### src/rtl/alu_seq.sv
// Sequential ALU: single-cycle pass/logic/add/sub/shift ops plus an iterative
// shift-add unsigned multiplier that takes WIDTH clocks after start.
module alu_seq #(
    parameter int WIDTH = 8
) (
    input  logic             clk,
    input  logic             rst,
    input  logic             start,
    input  logic             M,
    input  logic [3:0]       S,
    input  logic [WIDTH-1:0] A,
    input  logic [WIDTH-1:0] B,
    output logic [WIDTH-1:0] t,
    output logic             Cf,
    output logic             Zf,
    output logic             busy,
    output logic             done
);

    localparam int CNT_W = $clog2(WIDTH + 1);

    typedef enum logic {IDLE, MUL} state_t;

    state_t                 state_q, state_d;
    logic [WIDTH-1:0]       t_q, t_d;
    logic                   cf_q, cf_d;
    logic                   zf_q, zf_d;
    logic                   done_q, done_d;
    logic [CNT_W-1:0]       cnt_q, cnt_d;
    logic [2*WIDTH-1:0]     acc_q, acc_d;
    logic [2*WIDTH-1:0]     mcand_q, mcand_d;
    logic [WIDTH-1:0]       mplr_q, mplr_d;

    logic [WIDTH-1:0]       alu_t;
    logic                   alu_cf;
    logic [WIDTH:0]         sum;
    logic [WIDTH:0]         diff;
    logic [2*WIDTH-1:0]     acc_step;

    assign sum      = {1'b0, A} + {1'b0, B};
    assign diff     = {1'b0, B} - {1'b0, A};
    assign acc_step = acc_q + (mplr_q[0] ? mcand_q : '0);

    // Single-cycle result; MUL and unknown opcodes fall through to zero.
    always_comb begin
        alu_t  = '0;
        alu_cf = 1'b0;
        if (!M) begin
            if (S == 4'b1100) alu_t = A;
        end else begin
            case (S)
                4'b1001: begin alu_t = sum[WIDTH-1:0];  alu_cf = sum[WIDTH];  end
                4'b0110: begin alu_t = diff[WIDTH-1:0]; alu_cf = diff[WIDTH]; end
                4'b1011: alu_t = A & B;
                4'b0101: alu_t = ~B;
                4'b1010,
                4'b0100: alu_t = B;
                4'b1100: alu_t = A;
                4'b0011: begin alu_t = {A[WIDTH-2:0], 1'b0}; alu_cf = A[WIDTH-1]; end
                4'b0111: begin alu_t = {1'b0, A[WIDTH-1:1]}; alu_cf = A[0];       end
                default: alu_t = '0;
            endcase
        end
    end

    always_comb begin
        state_d = state_q;
        t_d     = t_q;
        cf_d    = cf_q;
        zf_d    = zf_q;
        done_d  = 1'b0;
        cnt_d   = cnt_q;
        acc_d   = acc_q;
        mcand_d = mcand_q;
        mplr_d  = mplr_q;
        case (state_q)
            IDLE: begin
                if (start) begin
                    if (M && S == 4'b0010) begin
                        state_d = MUL;
                        cnt_d   = '0;
                        acc_d   = '0;
                        mcand_d = {{WIDTH{1'b0}}, A};
                        mplr_d  = B;
                    end else begin
                        t_d    = alu_t;
                        cf_d   = alu_cf;
                        zf_d   = M && (alu_t == '0);
                        done_d = 1'b1;
                    end
                end
            end
            MUL: begin
                acc_d   = acc_step;
                mcand_d = mcand_q << 1;
                mplr_d  = mplr_q >> 1;
                cnt_d   = cnt_q + CNT_W'(1);
                if (cnt_q == CNT_W'(WIDTH - 1)) begin
                    t_d     = acc_step[WIDTH-1:0];
                    cf_d    = |acc_step[2*WIDTH-1:WIDTH];
                    zf_d    = (acc_step[WIDTH-1:0] == '0);
                    done_d  = 1'b1;
                    state_d = IDLE;
                end
            end
            default: state_d = IDLE;
        endcase
    end

    always_ff @(posedge clk) begin
        if (rst) begin
            state_q <= IDLE;
            t_q     <= '0;
            cf_q    <= 1'b0;
            zf_q    <= 1'b0;
            done_q  <= 1'b0;
            cnt_q   <= '0;
            acc_q   <= '0;
            mcand_q <= '0;
            mplr_q  <= '0;
        end else begin
            state_q <= state_d;
            t_q     <= t_d;
            cf_q    <= cf_d;
            zf_q    <= zf_d;
            done_q  <= done_d;
            cnt_q   <= cnt_d;
            acc_q   <= acc_d;
            mcand_q <= mcand_d;
            mplr_q  <= mplr_d;
        end
    end

    assign t    = t_q;
    assign Cf   = cf_q;
    assign Zf   = zf_q;
    assign done = done_q;
    assign busy = (state_q == MUL);

endmodule

### config.mk
export PLATFORM = sky130hd
export DESIGN_NAME = alu_seq
export DESIGN_NICKNAME = d
export VERILOG_FILES = /design/src/rtl/alu_seq.sv
export SDC_FILE = /design/constraint.sdc
export NUM_CORES = 1
export LEC_CHECK = 0
export CORE_UTILIZATION = 30
export DETAILED_ROUTE_END_ITERATION = 10
export GPL_ROUTABILITY_DRIVEN = 1
export SLEW_MARGIN = 20
export SYNTH_ARGS = -nofsm -noshare
export SYNTH_HDL_FRONTEND = slang
export SYNTH_SLANG_ARGS = --single-unit
### constraint.sdc
create_clock -name clk -period 6.25 [get_ports clk]
set_clock_uncertainty 0.05 [all_clocks]
set_input_delay 1.25 -clock clk [delete_from_list [all_inputs] [get_ports clk]]
set_output_delay 1.25 -clock clk [all_outputs]
set_load 0.02 [all_outputs]
**Yosys cells after proc, flatten, opt, wreduce, memory -nomap -nowiden**

Cells that the tools add are included.

- Add/subtract/negate cells: 4
- Equality and inequality tests: 15
- Mux-type cells: 38
- Bitwise operators: 3
- Reduce and logical (&&, ||, !) cells: 8

Operator list:

| operator | count |
|---|---|
| 2-to-1 mux 16 bit | 5 |
| case mux 16 bit (2 select lines) | 2 |
| case mux 8 bit (8 select lines) | 1 |
| 2-to-1 mux 8 bit | 7 |
| case mux 8 bit (2 select lines) | 2 |
| == test 4 x 3 -> 1 bit, second input constant | 5 |
| adder 16 bit | 1 |
| == test 4 bit, second input constant | 4 |
| zero test 8 bit | 2 |
| 2-to-1 mux 1 bit | 13 |
| adder 8 x 8 -> 9 bit | 1 |
| subtractor 8 x 8 -> 9 bit | 1 |
| AND 8 bit | 1 |
| == test 4 x 2 -> 1 bit, second input constant | 2 |
| 2-to-1 mux 4 bit | 2 |
| inverter 8 bit | 1 |
| case mux 1 bit (2 select lines) | 4 |
| case mux 4 bit (2 select lines) | 1 |
| OR reduction 8 bit | 1 |
| != test 2 bit, second input constant | 3 |
| adder 4 x 1 -> 4 bit, second input constant | 1 |
| case mux 1 bit (4 select lines) | 1 |
| AND reduction 3 bit | 1 |
| logical AND 1 bit | 2 |
| other kinds (4) | 4 |

- Flip-flop bits (word level): 56
- Bits of input ports: 24
- Output and inout port bits: 12
- Word-level logic and storage cells: 77

**Longest topological paths before layout**

- Depth after elaboration: 9
- Gate-level depth with buffers: 12
- Gate-level depth less buffers: 12

**Worst setup path after synthesis**

OpenSTA, ideal clock, no wires.

- Path type: input to register
- Start point: input A[4]
- End point: register t_q[5] (netlist: t[5])
- Library setup time: 132 ps
- Arrival time: 3,175 ps
- Required time: 6,068 ps
- Path slack: 2,894 ps
- Cell stages on the path: 10
- Buffers on the path: 1
- Cells stage by stage: inv_1 ha_1 clkbuf_1 or3_1 o211a_1 a221o_1 a21oi_1 a2bb2oi_1 o211a_1 nor3_1

- Longest elaborated chain between the ends: 6
- Elaborated cells between the ends (all ways): 7
- Those cells by class: add/sub (2); mux (5)

RTL lines:

| what | RTL line | RTL |
|---|---|---|
| from (decl) | 11 | `input logic [WIDTH-1:0] A,` |
| subtractor 8 x 8 -> 9 bit or adder 8 x 8 -> 9 bit (tied branches) | 41, 40 |  |
| case mux 8 bit (8 select lines) (*) | 51 | `case (S)` |
| 2-to-1 mux 8 bit (*) | 48 | `if (!M) begin` |
| 2-to-1 mux 8 bit (*) | 79 | `if (M && S == 4'b0010) begin` |
| 2-to-1 mux 8 bit (*) | 78 | `if (start) begin` |
| case mux 8 bit (2 select lines) (*) | 76 | `case (state_q)` |
| to (signal assigned) | 123 | `t_q <= t_d;` |
| to (decl) | 25 | `logic [WIDTH-1:0] t_q, t_d;` |

Mark *: on every way between the ends. The rest lies on a longest branch, timed or not. The select of a mux whose other input is x is not followed.
A chain may end at the register's enable or synchronous reset.

**Final worst setup path**

- Start point: input A[1]
- End point: register cf_q (netlist: Cf)

- Longest elaborated chain between the ends: 6
- Elaborated cells between the ends (all ways): 7
- Those cells by class: add/sub (2); mux (5)

RTL lines:

| what | RTL line | RTL |
|---|---|---|
| subtractor 8 x 8 -> 9 bit or adder 8 x 8 -> 9 bit (tied branches) | 41, 40 |  |
| case mux 1 bit (4 select lines) (*) | 51 |  |
| 2-to-1 mux 1 bit (*) | 48 |  |
| 2-to-1 mux 1 bit (*) | 79 |  |
| 2-to-1 mux 1 bit (*) | 78 |  |
| case mux 1 bit (2 select lines) (*) | 76 |  |
| to (signal assigned) | 114 | `cf_q <= 1'b0;` |
| to (signal assigned) | 124 | `cf_q <= cf_d;` |
| to (decl) | 26 | `logic cf_q, cf_d;` |

Marks and branches as above.

==> flow_summary.ini <==
[status]
run_status = complete, no violations

[layout]
finish.utilization_pct = 35.08
fill_cells = 1489
drive_above_1_share_pct = 4.485
area_growth_pct = 13.83
diodes = 0
final_cell_count_no_fill = 786
final_nets = 661

[synthesis]
async_flop_share_pct = 0
synth-seq-cells = 56
synth_top_area_share_pct = 24.94
syn-num-nets = 651
synthMuxAreaShare_pct = 4.036
synth_common_cells = 96 x nor2_1, 73 x a21oi_1, 56 x dfxtp_1
synthAdderAreaFrac_pct = 10.77
yosysMostFrequentCell = nor2_1
syn_area_per_cell_um2 = 7.607
ys_types = 72
synth_cells = 591
synth_area_um2 = 4496
yosysTopAreaCell = dfxtp_1
synth.area.top_cells = dfxtp_1 25%, ha_1 9.2%, a21oi_1 8.1%, nor2_1 8.0%, mux2i_1 3.8%
yosysSeqAreaShare_pct = 24.94
yosys.area_share.simple_pct = 25.02
synth_compound_area_share_pct = 27.02
yosys_warnings = 0
synth_enable_flop_cells = 0
synth_ff_type = dfxtp_1
synth_top_family_by_area = compound AO/OA/AOI/OAI gates
synth_xor_area_share_pct = 2.728

[clock_tree]
clkSlewWorstSetupHoldPaths_ps = 70
cts_root_buf = clkbuf_16
cts_resized = 0
clock-sinks = 56
tritoncts = built
post_cts_buffers = 0
insertion_delay_ps = 300
cts_buffer_depth = 2
h-tree-depth = 2
numCtsBuffers = 5
postCtsHoldBufs = 0

[route]
drtIter0Drc = 514
routed_wl_mm = 13.46
drt-pass1-iter-count = 5
ant_nets = 0
wire_per_inst_um = 17.12
route.detailed.drc = 0
via_per_inst = 5.579
via_count = 4385

[timing]
timing.slew.headroom_pct = 22.77
hold_viol = 0
rsz0062_at_grt = no
fin_setup_tns_ps = 0
post-route-period-util_pct = 67.90
slew_viol_final = 0
setup_ws_ps = 2006
setup_viol = 0
fmax_mhz = 235.6
whs_ps = 419.8
worst_pin_slew_ps = 1155
fin_crit_ps = 4244

[die]
start_util_pct = 30.81
fp.dieH_um = 124.4
die_w_um = 124.4
ioPinCount = 36
core_area_um2 = 14590
placementRows = 44
die_area_um2 = 15480

[global_route]
overflow = 0
grt_pass1_wl_mm = 22.16
track_usage_pct = 17.42
grt_max_degree = 71
antenna_found_initial = 0
grt_pass1_vias = 4237

[placed_design]
dp.cells = 778
place_ws_ps = 1813
port_buffers = 35
hpwlAfterDp_mm = 9.862
place_congestion = 0.9590

[critical_path]
critPathMaxFanout = 7
cp-start-kind = input pin
crit_path_start = A[1]
path_buf_inv = 2
cp-end-kind = flip-flop
slowest_delay_ps = 690
slowest_stage = clkdlybuf4s50_1
cp_cell_sequence = clkdlybuf4s50_1 > inv_1 > fa_1 > a21o_1 > a21oi_1 > o22ai_1 > nor4b_1 > a211oi_1 > o41ai_1 > a221oi_1 > a311oi_1
critPathKind = input pin to flip-flop
cpLargestDelayFamily = compound AO/OA/AOI/OAI gates
cp.arrival_ps = 4400
cp.required_ps = 6410
rr_startpoint = mplr_q[0]

[pwr]
p_leak_nw = 2.117
peakVddDrop_v = 0.00008038
powerDensity_nw_per_um2 = 171.8

[min_path]
hp-class = flip-flop to flip-flop
hold_start = acc_q[5]

[job]
maxCapViolCount = 0
worst register-to-register path: stages, from the launching register on:
cell and delay, ps:
dfxtp_1 670, and2_1 220, ha_1 280, a2111oi_0 500
o21ai_0 210, a21oi_1 310, o21ai_0 150, xor2_1 180
o41ai_1 430, a311oi_1 140
through the flow:
| step | power (W) | area, um^2 |
|---|---|---|
| after floorplan | 0.0004810 | 4496 |
| after global placement | 0.0005448 | 4935 |
| after detailed placement | 0.0005435 | 4935 |
| after CTS | 0.0008857 | 5117 |
| after global routing | 0.0009146 | 5117 |
| final | 0.0008793 | 5117 |
final timing paths:
| path | slack (ps) | cells after the start | endpoint |
|---|---|---|---|
| max | 2010 | 11 | Cf |
| min | 420 | 2 | acc_q[5] |
| max reg2reg | 2980 | 9 | Cf |
| min reg2reg | 420 | 2 | acc_q[5] |
registers in the layout, summed over array words and instances, names as in the netlist:
name     cells
acc_q       16
mcand_q     16
mplr_q       8
t            8
cnt_q        4
Cf           1
Zf           1
busy         1
done         1
layout by cell type, fill, tap and decap left out, drive strengths merged, types with 6 or more instances in the layout:
master / n
nor2: 97
a21oi: 75
dfxtp: 56
nand2: 34
clkdlybuf4s50: 34
ha: 33
o21ai: 25
and2: 21
inv: 19
mux2i: 17
nor3: 16
and3: 11
a22oi: 11
xnor2: 9
nor2b: 8
a211oi: 7
o21a: 7
clkbuf: 7
o211ai: 6
nand3b: 6
buf: 6
layer usage:
metal / track usage, % / up-vias / share of wire [%]
met2: 27.40 / 128 / 45
met5: 0 / - / 0
met3: 2.491 / 26 / 4.6
met1: 23.96 / 2074 / 48
li1: - / 2157 / -
met4: 6.520 / 0 / 2.7
report_power, final:
| group | internal, W | total (W) | switching (W) |
|---|---|---|---|
| Sequential | 0.000362 | 0.000365 | 0.00000367 |
| Combinational | 0.0000688 | 0.000174 | 0.000105 |
| Clock | 0.000211 | 0.000340 | 0.000129 |
cell type report:
class                      instances  area, um^2  share of cell area (%)
multi-input combinational        479        3128                   61.12
tap                              184       230.2                   4.499
timing repair buffer              40       382.9                   7.482
clock buffer                       7       152.6                   2.983
sequential                        56        1122                   21.93
clock inverter                     1       30.03                  0.5868
inverter                          19       71.32                   1.394
cell families after synthesis:
family,count (synthesis)
flops,56
simple gates,225
buf+inv,56
mux,18
fa+ha+maj,37
xor+xnor,14
compound gates,185
No activity file was read; power rests on OpenSTA's default activity.
